### src/rtl/step_feedback_meter_if.sv
// Signal bundle between the step feedback source (master) and the step_feedback_meter (slave).
// Carries the conditioned-input side of the step line and the measurement results.
interface step_feedback_meter_if #(
  parameter int SIZE  = 16,
  parameter int POS_W = 32
);
  logic             enable;
  logic             step_in;
  logic             dir_in;
  logic             clr_pos;
  logic [SIZE-1:0]  period;
  logic             period_valid;
  logic [POS_W-1:0] position;
  logic             stalled;

  modport master (
    output enable, step_in, dir_in, clr_pos,
    input  period, period_valid, position, stalled
  );

  modport slave (
    input  enable, step_in, dir_in, clr_pos,
    output period, period_valid, position, stalled
  );
endinterface

### src/rtl/step_feedback_meter.sv
// Receive side of the stepper step interface: measures the step period, tracks a signed
// position from the direction line and flags a stalled motor when steps stop arriving.
module step_feedback_meter #(
  parameter int SIZE    = 16,
  parameter int POS_W   = 32,
  parameter int FILTER  = 4,
  parameter int TIMEOUT = 50000
) (
  input  logic clk,
  input  logic rst,
  step_feedback_meter_if.slave bus
);

  localparam logic [3:0]       FILT_LAST   = 4'(FILTER - 1);
  localparam logic [SIZE-1:0]  CNT_MAX     = '1;
  localparam logic [SIZE-1:0]  CNT_ONE     = SIZE'(1);
  localparam logic [SIZE-1:0]  TIMEOUT_CNT = SIZE'(TIMEOUT);
  localparam logic [POS_W-1:0] POS_ONE     = POS_W'(1);

  typedef enum logic [1:0] {
    ST_IDLE,
    ST_ARMED,
    ST_STALLED
  } meter_state_e;

  meter_state_e     state_q, state_d;

  logic             step_meta_q, step_meta_d;
  logic             step_sync_q, step_sync_d;
  logic             dir_meta_q, dir_meta_d;
  logic             dir_sync_q, dir_sync_d;

  logic             filt_q, filt_d;
  logic [3:0]       stab_cnt_q, stab_cnt_d;
  logic             step_event;

  logic [SIZE-1:0]  p_cnt_q, p_cnt_d;
  logic [SIZE-1:0]  period_q, period_d;
  logic             period_valid_q, period_valid_d;
  logic [POS_W-1:0] position_q, position_d;

  // Two-flop synchronizers; the filter below only ever sees the second stage.
  always_comb begin
    step_meta_d = bus.step_in;
    step_sync_d = step_meta_q;
    dir_meta_d  = bus.dir_in;
    dir_sync_d  = dir_meta_q;
  end

  // A level change is accepted on the FILTER-th consecutive differing sample.
  always_comb begin
    filt_d     = filt_q;
    stab_cnt_d = '0;
    step_event = 1'b0;
    if (step_sync_q != filt_q) begin
      if (stab_cnt_q == FILT_LAST) begin
        filt_d     = step_sync_q;
        step_event = step_sync_q;
      end else begin
        stab_cnt_d = stab_cnt_q + 4'd1;
      end
    end
  end

  always_comb begin
    state_d        = state_q;
    p_cnt_d        = p_cnt_q;
    period_d       = period_q;
    period_valid_d = 1'b0;
    if (!bus.enable) begin
      state_d = ST_IDLE;
      p_cnt_d = '0;
    end else if (step_event) begin
      p_cnt_d = CNT_ONE;
      if (state_q == ST_ARMED) begin
        period_d       = p_cnt_q;
        period_valid_d = 1'b1;
      end else begin
        state_d = ST_ARMED;
      end
    end else begin
      if (p_cnt_q != CNT_MAX) begin
        p_cnt_d = p_cnt_q + CNT_ONE;
      end
      // An event landing on the timeout cycle is taken by the branch above instead.
      if (state_q == ST_ARMED && p_cnt_q == TIMEOUT_CNT) begin
        state_d = ST_STALLED;
      end
    end
  end

  always_comb begin
    position_d = position_q;
    if (bus.clr_pos) begin
      position_d = '0;
    end else if (bus.enable && step_event) begin
      position_d = dir_sync_q ? position_q + POS_ONE : position_q - POS_ONE;
    end
  end

  always_ff @(posedge clk or negedge rst) begin
    if (!rst) begin
      step_meta_q    <= 1'b0;
      step_sync_q    <= 1'b0;
      dir_meta_q     <= 1'b0;
      dir_sync_q     <= 1'b0;
      filt_q         <= 1'b0;
      stab_cnt_q     <= '0;
      state_q        <= ST_IDLE;
      p_cnt_q        <= '0;
      period_q       <= '0;
      period_valid_q <= 1'b0;
      position_q     <= '0;
    end else begin
      step_meta_q    <= step_meta_d;
      step_sync_q    <= step_sync_d;
      dir_meta_q     <= dir_meta_d;
      dir_sync_q     <= dir_sync_d;
      filt_q         <= filt_d;
      stab_cnt_q     <= stab_cnt_d;
      state_q        <= state_d;
      p_cnt_q        <= p_cnt_d;
      period_q       <= period_d;
      period_valid_q <= period_valid_d;
      position_q     <= position_d;
    end
  end

  assign bus.period       = period_q;
  assign bus.period_valid = period_valid_q;
  assign bus.position     = position_q;
  assign bus.stalled      = (state_q == ST_STALLED);

endmodule

### src/flat_wrapper.sv
// flat-port wrapper written by rule: the top's interface ports become plain ports
module step_feedback_meter_flat 
#(
  parameter int SIZE    = 16,
  parameter int POS_W   = 32,
  parameter int FILTER  = 4,
  parameter int TIMEOUT = 50000
)
  (clk, rst, bus_enable, bus_step_in, bus_dir_in, bus_clr_pos, bus_period, bus_period_valid, bus_position, bus_stalled);
  step_feedback_meter_if #(.SIZE(SIZE), .POS_W(POS_W)) bus_i ();
  input  logic clk;
  input  logic rst;
  input wire logic [$bits(bus_i.enable)-1:0] bus_enable;
  input wire logic [$bits(bus_i.step_in)-1:0] bus_step_in;
  input wire logic [$bits(bus_i.dir_in)-1:0] bus_dir_in;
  input wire logic [$bits(bus_i.clr_pos)-1:0] bus_clr_pos;
  output wire logic [$bits(bus_i.period)-1:0] bus_period;
  output wire logic [$bits(bus_i.period_valid)-1:0] bus_period_valid;
  output wire logic [$bits(bus_i.position)-1:0] bus_position;
  output wire logic [$bits(bus_i.stalled)-1:0] bus_stalled;
  assign bus_i.enable = bus_enable;
  assign bus_i.step_in = bus_step_in;
  assign bus_i.dir_in = bus_dir_in;
  assign bus_i.clr_pos = bus_clr_pos;
  assign bus_period = bus_i.period;
  assign bus_period_valid = bus_i.period_valid;
  assign bus_position = bus_i.position;
  assign bus_stalled = bus_i.stalled;
  step_feedback_meter #(.SIZE(SIZE), .POS_W(POS_W), .FILTER(FILTER), .TIMEOUT(TIMEOUT)) u_core (.clk(clk), .rst(rst), .bus(bus_i));
endmodule
### config.mk
export PLATFORM = sky130hd
export DESIGN_NAME = step_feedback_meter_flat
export DESIGN_NICKNAME = d
export VERILOG_FILES = /design/src/rtl/step_feedback_meter_if.sv /design/src/rtl/step_feedback_meter.sv /design/src/flat_wrapper.sv
export SDC_FILE = /design/constraint.sdc
export NUM_CORES = 1
export LEC_CHECK = 0
export CAP_MARGIN = 15
export CORE_UTILIZATION = 63
export CTS_BUF_LIST = sky130_fd_sc_hd__clkbuf_2
export DETAILED_ROUTE_END_ITERATION = 10
export PLACE_DENSITY_LB_ADDON = 0.1
export SETUP_SLACK_MARGIN = 0.5
export SLEW_MARGIN = 30
export SYNTH_ARGS = -nofsm -noshare
export SYNTH_HDL_FRONTEND = slang
export SYNTH_SLANG_ARGS = --single-unit
### constraint.sdc
create_clock -name clk -period 5.65 [get_ports clk]
set_input_delay 0.565 -clock clk [delete_from_list [all_inputs] [get_ports clk]]
set_output_delay 0.565 -clock clk [all_outputs]
set_load 0.05 [all_outputs]
Yosys cells after proc, flatten, opt, wreduce, memory -nomap -nowiden
Cells that the tools add are included.
Storage, ports and cells
  flip-flop bits (word level): 76
  input bits: 6
  output and inout port bits: 50
  word-level logic and storage cells: 47
Operators by class
  $add $sub $neg: 4
  equality and inequality tests: 9
  mux-type cells: 17
  reduce and logical (&&, ||, !) cells: 6
Operator list (number)
  $mux W32: 3
  $mux W16: 3
  $add A32 B1 Y32 const B: 1
  $sub A32 B1 Y32 const B: 1
  $add A16 B1 Y16 const B: 1
  $eq A16 B16 Y1 const B: 1
  $ne A16 B16 Y1 const B: 1
  $mux W2: 4
  $mux W4: 2
  $ne A3 B1 Y1 const B: 2
  $mux W1: 5
  $add A4 B1 Y4 const B: 1
  $eq A4 B2 Y1 const B: 1
  $reduce_and A2 Y1: 2
  $ne A3 B3 Y1 const B: 1
  $reduce_and A3 Y1: 1
  $eq A2 B1 Y1 const B: 1
  $eq A2 B2 Y1 const B: 1
  $logic_and A1 B1 Y1: 2
  $reduce_bool A2 Y1: 1
  $ne A1 B1 Y1: 1

Longest topological paths before layout
Gate-level depths: netlist of the first run.
  depth in word-level cells: 6
  gate-level depth with buffers: 12
  gate-level depth less buffers: 11

Worst setup path before layout of the first run
OpenSTA, ideal clock, no wires.
  kind: flip-flop to flip-flop
  from: register u_core.dir_sync_q
  to: register u_core.position_q[28] (netlist: u_core.bus.position[28])
  arrival time: 3029 ps
  data required time: 5529 ps
  path slack: 2500 ps
  stages on the path, launching flop included: 12
  period minus slack after synthesis: 3150 ps
  cells stage by stage: dfrtp_1 -> inv_1 -> ha_1 -> or4_1 -> o21ai_0 -> nor2_1 -> a31oi_4 -> o21ai_2 -> a41oi_2 -> o21ai_1 -> xor2_1 -> a22o_1
Between the ends
  longest elaborated chain between the ends: 3
Ends and longest elaborated chain
  start, declared: RTL line step_feedback_meter.sv:31  | logic dir_sync_q, dir_sync_d;
  start signal, assigned: RTL line step_feedback_meter.sv:118  | dir_sync_q <= dir_sync_d;
  $mux W32: RTL line step_feedback_meter.sv:97  | position_d = dir_sync_q ? position_q + POS_ONE : position_q - POS_ONE;
  $mux W32: RTL line step_feedback_meter.sv:96  | end else if (bus.enable && step_event) begin
  $mux W32: RTL line step_feedback_meter.sv:94  | if (bus.clr_pos) begin
  end signal, assigned: RTL line step_feedback_meter.sv:125  | position_q <= position_d;
  end, declared: RTL line step_feedback_meter.sv:40  | logic [POS_W-1:0] position_q, position_d;
Every way passes these cells. The select of a mux whose other input is x is not followed.
A chain may end at the register's enable or synchronous reset.

Worst setup path after layout of the first run
Same ends and word-level chain as after synthesis.

==> results of run 1 <==
==> flip-flops by register name, summed over array words and instances, names as in the netlist <==
register	count
u_core.bus.period	16
u_core.bus.period_valid	1
u_core.bus.position	32
u_core.dir_meta_q	1
u_core.dir_sync_q	1
u_core.filt_q	1
u_core.p_cnt_q	16
u_core.stab_cnt_q	4
u_core.state_q	2
u_core.step_meta_q	1
u_core.step_sync_q	1
==> worst paths after layout <==
check	to	cells after the start	from
setup / recovery	u_core.bus.position[28]	12	u_core.dir_sync_q
hold / removal	u_core.bus.position[13]	1	rst
setup reg to reg	u_core.bus.position[28]	12	u_core.dir_sync_q
hold reg to reg	u_core.dir_sync_q	0	u_core.dir_meta_q
max in group asynchronous	u_core.p_cnt_q[5]	1	rst
min in group clk	u_core.dir_sync_q	0	u_core.dir_meta_q
==> report_power, final <==
part           total (W)  leakage [nW]  internal (W)  switching [W]
registers       0.000584          1.05      0.000565      0.0000191
clock network   0.000376        0.0846      0.000154       0.000222
logic           0.000206          1.47     0.0000764       0.000129
total            0.00117          2.60      0.000795       0.000371
==> final cells by class <==
type | count | share of cell area [%]
clock buffer | 10 | 0.896
sequential | 76 | 34.1
clock inverter | 6 | 1.73
tap | 99 | 2.22
multi-input combinational | 444 | 49.7
timing repair buffer | 59 | 10.4
inverter | 14 | 0.941
==> worst max-delay path, stage by stage (launching register included) <==
cell and delay, ns:
sky130_fd_sc_hd__dfrtp_1 0.47, sky130_fd_sc_hd__inv_1 0.08, sky130_fd_sc_hd__buf_4 0.34, sky130_fd_sc_hd__ha_1 0.34
sky130_fd_sc_hd__or4_1 0.50, sky130_fd_sc_hd__o21ai_0 0.12, sky130_fd_sc_hd__nor2_1 0.15, sky130_fd_sc_hd__a31oi_4 0.26
sky130_fd_sc_hd__o21ai_2 0.12, sky130_fd_sc_hd__a41oi_2 0.26, sky130_fd_sc_hd__o21ai_1 0.12, sky130_fd_sc_hd__xor2_1 0.14
sky130_fd_sc_hd__a22o_1 0.19
==> stage by stage <==
stage                     worst slack, ns  instance area, um^2  std cells  hold WS, ns
final                                2.47                 5580        708      -0.0293
after global routing                 2.09                 5580        708       0.0152
after CTS                            2.49                 5580        708        0.150
after detailed placement             2.51                 5430        692        0.342
after global placement               2.59                 5430        692        0.335
after floorplan                      2.50                 4820        555        0.269
==> kinds of logic after synthesis <==
family | after synthesis
mux | 4
fa+ha+maj | 34
xor+xnor | 38
flops | 76
simple gates | 233
buf+inv | 35
compound gates | 135
==> layer usage <==
layer	global-route usage [%]	vias up
li1	-	2064
met1	37.8	2021
met2	51.8	114
met3	4.34	20
met4	10.1	0
met5	0	-
==> cells in the mapped netlist (2+ instances only) <==
| library cell | count | area (um^2) |
|---|---|---|
| sky130_fd_sc_hd__nand4b_1 | 3 | 26.3 |
| sky130_fd_sc_hd__o21ai_0 | 18 | 90.1 |
| sky130_fd_sc_hd__nor4_1 | 3 | 18.8 |
| sky130_fd_sc_hd__a211oi_1 | 7 | 52.6 |
| sky130_fd_sc_hd__a31oi_1 | 4 | 25.0 |
| sky130_fd_sc_hd__a21o_1 | 13 | 97.6 |
| sky130_fd_sc_hd__o21a_1 | 3 | 22.5 |
| sky130_fd_sc_hd__a21oi_2 | 2 | 17.5 |
| sky130_fd_sc_hd__o2111ai_1 | 2 | 17.5 |
| sky130_fd_sc_hd__dfrtp_1 | 76 | 1900 |
| sky130_fd_sc_hd__buf_2 | 3 | 15.0 |
| sky130_fd_sc_hd__xor2_1 | 15 | 131 |
| sky130_fd_sc_hd__nand2_1 | 105 | 394 |
| sky130_fd_sc_hd__xnor2_1 | 23 | 201 |
| sky130_fd_sc_hd__or3_1 | 2 | 12.5 |
| sky130_fd_sc_hd__nor2_1 | 49 | 184 |
| sky130_fd_sc_hd__a21oi_1 | 54 | 270 |
| sky130_fd_sc_hd__inv_1 | 14 | 52.6 |
| sky130_fd_sc_hd__mux2_2 | 3 | 33.8 |
| sky130_fd_sc_hd__a211o_1 | 3 | 26.3 |
| sky130_fd_sc_hd__nor3_1 | 10 | 50.1 |
| sky130_fd_sc_hd__nand3b_1 | 4 | 30.0 |
| sky130_fd_sc_hd__and3_1 | 8 | 50.1 |
| sky130_fd_sc_hd__buf_1 | 2 | 7.51 |
| sky130_fd_sc_hd__nor3b_1 | 3 | 22.5 |
| sky130_fd_sc_hd__or4_1 | 3 | 22.5 |
| sky130_fd_sc_hd__clkbuf_1 | 15 | 56.3 |
| sky130_fd_sc_hd__a22o_1 | 3 | 26.3 |
| sky130_fd_sc_hd__o21bai_1 | 11 | 82.6 |
| sky130_fd_sc_hd__nor2b_1 | 7 | 43.8 |
| sky130_fd_sc_hd__ha_1 | 33 | 413 |
| sky130_fd_sc_hd__nand3_1 | 15 | 75.1 |
| sky130_fd_sc_hd__and4_1 | 2 | 17.5 |
| sky130_fd_sc_hd__and2_1 | 3 | 18.8 |
| sky130_fd_sc_hd__nand4_1 | 8 | 50.1 |
| sky130_fd_sc_hd__nand2b_1 | 3 | 18.8 |
==> out/qor.txt, run 1 <==
result of the run: finished, violations left
failing checks: negative hold slack
synthesized-area fraction occupied by xor and xnor cells: 6.91%
metal2 WL: 5520 um
largest net degree at the start of global routing: 77
DRC errors left: 0
time the worst path needs with I/O delays and setup: 3.18 ns
DRC marker count from the first detailed-route iteration: 292
sum of routed wire length over all layers: 10900 um
antenna violation net count after detailed routing: 0
library cell used as clock root buffer: sky130_fd_sc_hd__clkbuf_2
cell area after synthesis: 4820 um^2
WP data required: 6.13 ns
met1 wire length: 4890 um
total routing usage reported by global routing: 29.7%
proportion of synthesized flip-flops having asynchronous set or reset: 100%
filler cell count in the final layout: 549
most frequent cells in the layout: sky130_fd_sc_hd__nand2_1 (105), sky130_fd_sc_hd__dfrtp_1 (76), sky130_fd_sc_hd__a21oi_1 (54), sky130_fd_sc_hd__clkdlybuf4s50_1 (54), sky130_fd_sc_hd__nor2_1 (48)
IO Count: 56
Resize count post-CTS: 0
transition at the pin with the smallest max-transition slack: 0.667 ns
number of buffers on the longest clock path: 2
power after layout: 0.00117 W
total met3 wirelength after detailed routing: 350 um
final hold violation count: 23
share of post-route cells with drive strength above 1: 5.91%
post-route core utilization: 76.2%
Post-CTS Repair Setup Buffers: 0
most common cell after layout, fill and taps aside: sky130_fd_sc_hd__nand2_1
simple logic cell fraction of the synthesized area: 22.6%
cts bufs inserted: 9
Die Y-Extent: 89.4 um
Register Area: 1900 um^2
number of placement rows: 31
worst hold slack: -0.0293 ns
per-instance average area after synthesis: 8.68 um^2
final setup fails: 0
Clock Skew: 0.0366 ns
net count after synthesis: 595
gate count after technology mapping: 555
HP Class: input port to asynchronous set/reset pin
vias in the first global route: 3959
area inside the core boundary: 7330 um^2
flop2flop setup slack: 2.47 ns
adder and majority cell fraction of the synthesized area: 8.99%
clock latency of the later-clocked register in the worst-skew pair: 0.55 ns
power per cell area: 209 nW/um^2
RSZ-0062 raised after global routing: false
most common flop cell mapped by yosys: sky130_fd_sc_hd__dfrtp_1
maximum capacitance violations: 0
total via count after detailed routing: 4219
leftover overflow at the end of global routing: 0
global-route wire length before repair: 18300 um
kind of end point of the critical path: register
highest net fanout along the worst path: 30
sum of net half-perimeters after detailed placement: 7690 um
average wire per cell in the routed design: 15.5 um
proportion of synthesized area in mux cells: 0.909%
sum of negative setup slack: 0 ns
buffers added on ports: 55
die boundary width: 89.4 um
TritonCTS clock tree: done
Worst EP arrival: 3.66 ns
VDD IR max: 0.000151 V
post-route clock period utilization: 56.3%
leakage component of the power: 2.60 nW
proportion of synthesized chip area in sequential cells: 39.5%
combined area of the multi-input logic cells: 2780 um^2
# nets final: 644
Yosys cell types: 59
Top Layer Used: met4
FMAX: 314 MHz
clock transition at the register clock pins on the worst setup and hold paths after CTS: 0.25 ns
number of H-tree levels: 3
Starting Density: 65.7%
area growth from synthesis to layout: 16.0%
combinational family with the most area after synthesis: simple AND/OR/NAND/NOR gates
antenna violations before repair: 0
# clock sinks: 76
Final Wtd Congestion: 0.872
vias per cell: 5.96
number of slew-limit violations in the final report: 0
compound-gate portion of the synthesized area: 18.2%
antenna fix cells: 0
Yosys reg bits: 76
critical setup path kind: register to register
number of enable flip-flop cells after synthesis: 0
sort of element at the start of the critical path: register
relative slew slack: 55.6%
overall die area: 8000 um^2
# hold bufs at CTS: 0
Syn. warnings: 0
Pre-Repair DR Iteration Count: 4
Power figures use the tool's default switching activity.
==> inputs of run 2 (changes only) <==
CORE_UTILIZATION = 58   (was 63)
clock period = 3.2 ns   (was 5.65 ns; I/O delays follow)
==> run 2 against run 1 <==
Net effect:
- the run now ends clean
- clock-buffer cell count down 1
- register-to-register slack worse by 2.1 ns
- routed wire length increased by 4.8%
- sequential power increased by 76%
- sequential cell count did not move
- final cell count is 2.8% higher
- hold slack better by 0.24 ns
- global-route usage decreased by 1.7 points
- setup slack worse by 2.1 ns
- first-iteration DRC count fell by 21%
- clock skew grew 0.0049 ns
- die area grew 8.4%
- largest power group unchanged
- highest routed layer unchanged
==> out/qor.txt, run 2 (synthesis results as in run 1) <==
result of the run: complete, no violations
share of post-route cells with drive strength above 1: 11.8% (+5.9 points)
leftover overflow at the end of global routing: 0 (unchanged)
antenna violation net count after detailed routing: 0 (unchanged)
Final Worst Setup Slack: 0.390 ns (-2.08 ns)
buffers added on ports: 55 (unchanged)
vias per cell: 5.93 (-0.42%)
DRC errors left: 0 (unchanged)
Clock Skew: 0.0415 ns (+0.00493 ns)
IO Count: 56 (unchanged)
sum of negative setup slack: 0 ns (unchanged)
cts bufs inserted: 9 (unchanged)
vias in the first global route: 4225 (+6.7%)
library cell used as clock root buffer: sky130_fd_sc_hd__clkbuf_2
sum of routed wire length over all layers: 11500 um (+4.8%)
TritonCTS clock tree: done
highest net fanout along the worst path: 20 (-33%)
number of H-tree levels: 3 (unchanged)
sum of net half-perimeters after detailed placement: 8140 um (+5.9%)
WP data required: 3.66 ns (-2.47 ns)
most common cell after layout, fill and taps aside: sky130_fd_sc_hd__nand2_1
Starting Density: 61.1% (-4.6 points)
flip-flop count of the largest register after layout: 32 (unchanged)
Internal Pwr Total: 0.00149 W (+88%)
antenna fix cells: 0 (unchanged)
logic depth of the worst register-to-register path: 12 (unchanged)
global-route wire length before repair: 19300 um (+5.5%)
number of placement rows: 32 (+3.2%)
leakage component of the power: 2.68 nW (+2.9%)
filler cell count in the final layout: 631 (+15%)
time the worst path needs with I/O delays and setup: 2.81 ns (-0.372 ns)
post-route clock period utilization: 87.8% (+31 points)
combined area of the multi-input logic cells: 2890 um^2 (+4.0%)
die boundary width: 93.1 um (+4.1%)
area growth from synthesis to layout: 21.8%
clock latency of the later-clocked register in the worst-skew pair: 0.55 ns (about the same)
number of slew-limit violations in the final report: 0 (unchanged)
most frequent cells in the layout: sky130_fd_sc_hd__nand2_1 (105), sky130_fd_sc_hd__dfrtp_1 (75), sky130_fd_sc_hd__clkdlybuf4s50_1 (54), sky130_fd_sc_hd__a21oi_1 (51), sky130_fd_sc_hd__nor2_1 (47)
share of total power in combinational logic: 18.1% (+0.5 points)
switching portion of total power: 30.6% (-1.2 points)
area inside the core boundary: 7890 um^2 (+7.6%)
# nets final: 661 (+2.6%)
setup slack after placement: 0.182 ns (-2.33 ns)
average wire per cell in the routed design: 15.8 um (+1.9%)
clock transition at the register clock pins on the worst setup and hold paths after CTS: 0.24 ns (about the same)
DRC marker count from the first detailed-route iteration: 231 (-21%)
end of the worst hold path: u_core.step_meta_q
Crit Reg-Reg Endpoint: u_core.bus.position[31]
total via count after detailed routing: 4320 (+2.4%)
# clock sinks: 76 (unchanged)
worst hold path cell count: 1
largest net degree at the start of global routing: 77 (unchanged)
final setup fails: 0 (unchanged)
VDD IR max: 0.000370 V (+150%)
RSZ-0062 raised after global routing: true
worst min-delay path startpoint: bus_step_in
Final Wtd Congestion: 0.910 (+4.3%)
flop2flop setup slack: 0.39 ns (-2.08 ns)
relative slew slack: 54.6% (-0.91 points)
critical setup path kind: register to register
overall die area: 8670 um^2 (+8.4%)
number of buffers on the longest clock path: 2 (unchanged)
power per cell area: 367 nW/um^2 (+76%)
Register Area: 1900 um^2 (about the same)
kind of end point of the critical path: register
Die Y-Extent: 93.1 um (+4.1%)
fraction of power consumed by sequential logic: 47.8% (-2.3 points)
final hold violation count: 0 (-100%)
net switching power figure: 0.000660 W (+78%)
FMAX: 356 MHz (+13%)
startpoint of the lowest-slack register-to-register path: u_core.dir_sync_q
HP Class: input port to register
power share of the clock group: 34.0% (+1.8 points)
total routing usage reported by global routing: 28.0% (-1.7 points)
sort of element at the start of the critical path: register
transition at the pin with the smallest max-transition slack: 0.680 ns (+0.0136 ns)
Worst EP arrival: 3.27 ns (-0.39 ns)
maximum capacitance violations: 0 (unchanged)
Pre-Repair DR Iteration Count: 7 (+3)
antenna violations before repair: 0 (unchanged)
## run 2: cell count changes in the layout (fill, tap and decap cells not counted), sizes merged
cell / previous run / this run
clkbuf: 10 / 9
bufinv: 2 / 3
dlygate4sd3: 0 / 1
buf: 5 / 21
inv: 16 / 14
clkinvlp: 1 / 3
## run 2: how the worst max path moves through the flow
stage                                          to               from  cells past startpoint  slack, ns
after CTS                 u_core.bus.position[18]  u_core.dir_sync_q                     12       0.41
after global placement    u_core.bus.position[28]  u_core.dir_sync_q                     12       0.29
final                     u_core.bus.position[31]  u_core.dir_sync_q                     12       0.39
after detailed placement  u_core.bus.position[31]  u_core.dir_sync_q                     10       0.18
after floorplan           u_core.bus.position[28]  u_core.dir_sync_q                     12       0.13
after global routing      u_core.bus.position[30]  u_core.dir_sync_q                     12       0.21
## run 2: per-layer routing
metal | part of all wire, % | vias to the layer above | wire (um) | global-route usage, %
met5 | 0 | - | 0 | 0
met1 | 44 | 2094 | 5020 | 35.1
met4 | 1.8 | 0 | 210 | 11.2
met2 | 51 | 114 | 5830 | 48.8
li1 | - | 2091 | - | -
met3 | 3.6 | 21 | 408 | 3.58
## run 2: area by class of cell
cell class	count	area share (%)
Clock buffer	9	0.768
Clock inverter	7	2.09
Inverter	14	1.02
Multi-Input combinational cell	444	49.2
Sequential cell	76	32.4
Tap cell	102	2.18
Timing Repair Buffer	76	12.3
## run 2: power groups by stage
stage / Clock, W / Sequential [W] / Combinational, W
3_3_place_gp: 0 / 0.00104 / 0.000359
2_1_floorplan: 0 / 0.00108 / 0.000224
3_5_place_dp: 0 / 0.00105 / 0.000372
6_report: 0.000734 / 0.00103 / 0.000391
4_1_cts: 0.000741 / 0.00103 / 0.000380
5_1_grt: 0.000772 / 0.00103 / 0.000427
## run 2: repair_timing
action / CTS / global route
endpoints found under the hold margin: 76 / 0
gates resized for setup: 10 / 19
endpoints found under the setup margin: 13 / 29
hold buffers: 1 / 0
pin swaps: 2 / 4
buffers inserted: 4 / 3
## run 2: worst max-delay path: stages (launching register included)
cell and delay, ns:
sky130_fd_sc_hd__dfrtp_2 0.48, sky130_fd_sc_hd__clkinvlp_4 0.10, sky130_fd_sc_hd__buf_6 0.20, sky130_fd_sc_hd__ha_1 0.27, sky130_fd_sc_hd__a21o_1 0.18, sky130_fd_sc_hd__a21o_1 0.17
sky130_fd_sc_hd__a21oi_1 0.16, sky130_fd_sc_hd__o21ai_0 0.14, sky130_fd_sc_hd__a31oi_1 0.28, sky130_fd_sc_hd__nor2_1 0.08, sky130_fd_sc_hd__a311oi_1 0.26, sky130_fd_sc_hd__o311ai_1 0.15
sky130_fd_sc_hd__mux2_2 0.28
## run 2: metrics by stage
step | hold WS (ns) | utilization, % | cells | power, W | instance area, um^2
final | 0.209 | 74.4 | 728 | 0.00215 | 5870
after global routing | 0.164 | 74.4 | 728 | 0.00223 | 5870
after CTS | 0.182 | 73.0 | 725 | 0.00215 | 5760
after detailed placement | 0.343 | 70.1 | 704 | 0.00142 | 5530
after global placement | 0.334 | 70.1 | 704 | 0.00140 | 5530
after floorplan | 0.0244 | - | 555 | 0.00130 | 4840
==> inputs of run 3 (changes only) <==
TNS_END_PERCENT = 50   (was default)
==> run 3 against run 2 <==
Net effect:
- combinational power about the same
- critical endpoint is now u_core.bus.position[30]
- first-iteration DRC count fell by 18%
- largest power group unchanged
- via count decreased by 2.2%
==> out/qor.txt, run 3 (synthesis results as in run 1) <==
Register Area: 1900 um^2 (unchanged)
start point of the critical path: u_core.dir_sync_q
DRC marker count from the first detailed-route iteration: 189 (-18%)
cells along the critical path: clkinvlp_4, buf_12, ha_4, or4_4, a21oi_4, nor3_2, o311a_1, a21oi_2, o21a_2, o211ai_2, nor4b_2, a211o_1
final hold violation count: 0 (unchanged)
TritonCTS clock tree: done
net switching power figure: 0.000637 W (-3.4%)
power per cell area: 338 nW/um^2 (-8.0%)
relative slew slack: 39.0% (-16 points)
flip-flop count of the largest register after layout: 32 (unchanged)
IO Count: 56 (unchanged)
die boundary width: 93.1 um (unchanged)
sum of negative setup slack: 0 ns (unchanged)
filler cell count in the final layout: 590 (-6.5%)
# nets final: 659 (-0.30%)
clock transition at the register clock pins on the worst setup and hold paths after CTS: 0.22 ns (-0.02 ns)
WP data required: 3.69 ns (+0.03 ns)
post-route clock period utilization: 89.4% (+1.6 points)
placed insts: 701 (-0.43%)
Internal Pwr Total: 0.00133 W (-11%)
Crit path buffers/inverters: 2 (unchanged)
cell class contributing the biggest share of worst-path delay: compound AO/OA/AOI/OAI gates
number of buffers on the longest clock path: 2 (unchanged)
DRC errors left: 0 (unchanged)
time the worst path needs with I/O delays and setup: 2.86 ns (+0.0497 ns)
highest net fanout along the worst path: 16 (-20%)
clock latency of the later-clocked register in the worst-skew pair: 0.54 ns (about the same)
total routing usage reported by global routing: 27.1% (-0.85 points)
kind of end point of the critical path: register
vias per cell: 5.83 (-1.8%)
overall die area: 8670 um^2 (unchanged)
Final Wtd Congestion: 0.937 (+3.0%)
vias in the first global route: 4078 (-3.5%)
buffers added on ports: 55 (unchanged)
maximum capacitance violations: 0 (unchanged)
sum of net half-perimeters after detailed placement: 7750 um (-4.8%)
number of slew-limit violations in the final report: 0 (unchanged)
number of placement rows: 32 (unchanged)
VDD IR max: 0.000320 V (-14%)
delay of the slowest cell on the worst path: 0.55 ns (+0.07 ns)
final standard cell count with taps included and fillers excluded: 725 (-0.41%)
global-route wire length before repair: 18900 um (-2.2%)
cts bufs inserted: 9 (unchanged)
power share of the clock group: 28.1% (-5.9 points)
sum of routed wire length over all layers: 11000 um (-3.7%)
result of the run: complete, no violations
leftover overflow at the end of global routing: 0 (unchanged)
most frequent cells in the layout: sky130_fd_sc_hd__nand2_1 (105), sky130_fd_sc_hd__dfrtp_1 (75), sky130_fd_sc_hd__clkdlybuf4s50_1 (54), sky130_fd_sc_hd__a21oi_1 (50), sky130_fd_sc_hd__nor2_1 (47)
crit path max-delay cell type: sky130_fd_sc_hd__or4_4
final setup fails: 0 (unchanged)
Die Y-Extent: 93.1 um (unchanged)
largest net degree at the start of global routing: 77 (unchanged)
area inside the core boundary: 7890 um^2 (unchanged)
power after layout: 0.00197 W (-8.5%)
average wire per cell in the routed design: 15.2 um (-3.3%)
transition at the pin with the smallest max-transition slack: 0.912 ns (+0.232 ns)
HP Class: input port to register
Starting Density: 61.1% (unchanged)
Pre-Repair DR Iteration Count: 5 (-2)
antenna fix cells: 0 (unchanged)
# clock sinks: 76 (unchanged)
total via count after detailed routing: 4226 (-2.2%)
post-route core utilization: 74.0% (-0.36 points)
startpoint of the lowest-slack register-to-register path: u_core.dir_sync_q
combined area of the multi-input logic cells: 2920 um^2 (+1.0%)
FMAX: 350 MHz (-1.7%)
share of post-route cells with drive strength above 1: 12.7% (+0.86 points)
worst min-delay path startpoint: bus_step_in
leakage component of the power: 2.65 nW (-1.1%)
flop2flop setup slack: 0.34 ns (-0.05 ns)
Worst EP arrival: 3.35 ns (+0.08 ns)
antenna violations before repair: 0 (unchanged)
number of H-tree levels: 3 (unchanged)
library cell used as clock root buffer: sky130_fd_sc_hd__clkbuf_2
share of total power in combinational logic: 19.7% (+1.6 points)
fraction of power consumed by sequential logic: 52.2% (+4.4 points)
switching portion of total power: 32.3% (+1.7 points)
Clock Skew: 0.0402 ns (-0.00128 ns)
area growth from synthesis to layout: 21.2%
most common cell after layout, fill and taps aside: sky130_fd_sc_hd__nand2_1
antenna violation net count after detailed routing: 0 (unchanged)
sort of element at the start of the critical path: register
RSZ-0062 raised after global routing: true
critical setup path kind: register to register
run 3: worst paths after layout:
kind | endpoint | cells after the start
worst max-delay path | u_core.bus.position[30] | 12
worst min-delay path | u_core.step_meta_q | 1
worst max register to register | u_core.bus.position[30] | 12
worst min register to register | u_core.step_sync_q | 0
max in group asynchronous | u_core.dir_sync_q | 2
min in group asynchronous | u_core.bus.position[20] | 2
run 3: repair_timing:
item / 4_1_cts / 5_1_grt
setup buffers: 5 / 3
pin swaps: 9 / 6
gates resized for setup: 18 / 24
hold buffers: 1 / 0
endpoints found under the hold margin: 76 / 0
endpoints found under the setup margin: 15 / 14
run 3: metrics by stage:
stage / hold WS [ns] / cell area [um^2] / worst slack (ns)
2_1_floorplan: 0.0244 / 4840 / 0.134
3_3_place_gp: 0.334 / 5500 / 0.220
3_5_place_dp: 0.346 / 5500 / 0.148
4_1_cts: 0.178 / 5730 / 0.344
5_1_grt: 0.167 / 5840 / 0.264
6_report: 0.201 / 5840 / 0.340
run 3: cell type report:
type	count	share of cell area [%]
tap	102	2.19
sequential	76	32.6
timing repair buffer	74	12.3
clock buffer	9	0.772
multi-input combinational	444	50.0
clock inverter	6	1.22
inverter	14	0.964
run 3: per-layer routing:
layer | track usage (%) | wire, um | up-vias
met5 | 0 | 0 | -
met4 | 9.23 | 194 | 0
met3 | 3.98 | 451 | 18
met2 | 46.1 | 5560 | 118
met1 | 35.3 | 4850 | 2018
li1 | - | - | 2072
run 3: power by group through the flow:
| stage | clock network (W) | logic, W | registers [W] |
|---|---|---|---|
| 3_3_place_gp | 0 | 0.000356 | 0.00104 |
| 5_1_grt | 0.000610 | 0.000430 | 0.00104 |
| 4_1_cts | 0.000570 | 0.000376 | 0.00103 |
| 6_report | 0.000554 | 0.000388 | 0.00103 |
| 3_5_place_dp | 0 | 0.000363 | 0.00105 |
| 2_1_floorplan | 0 | 0.000224 | 0.00108 |
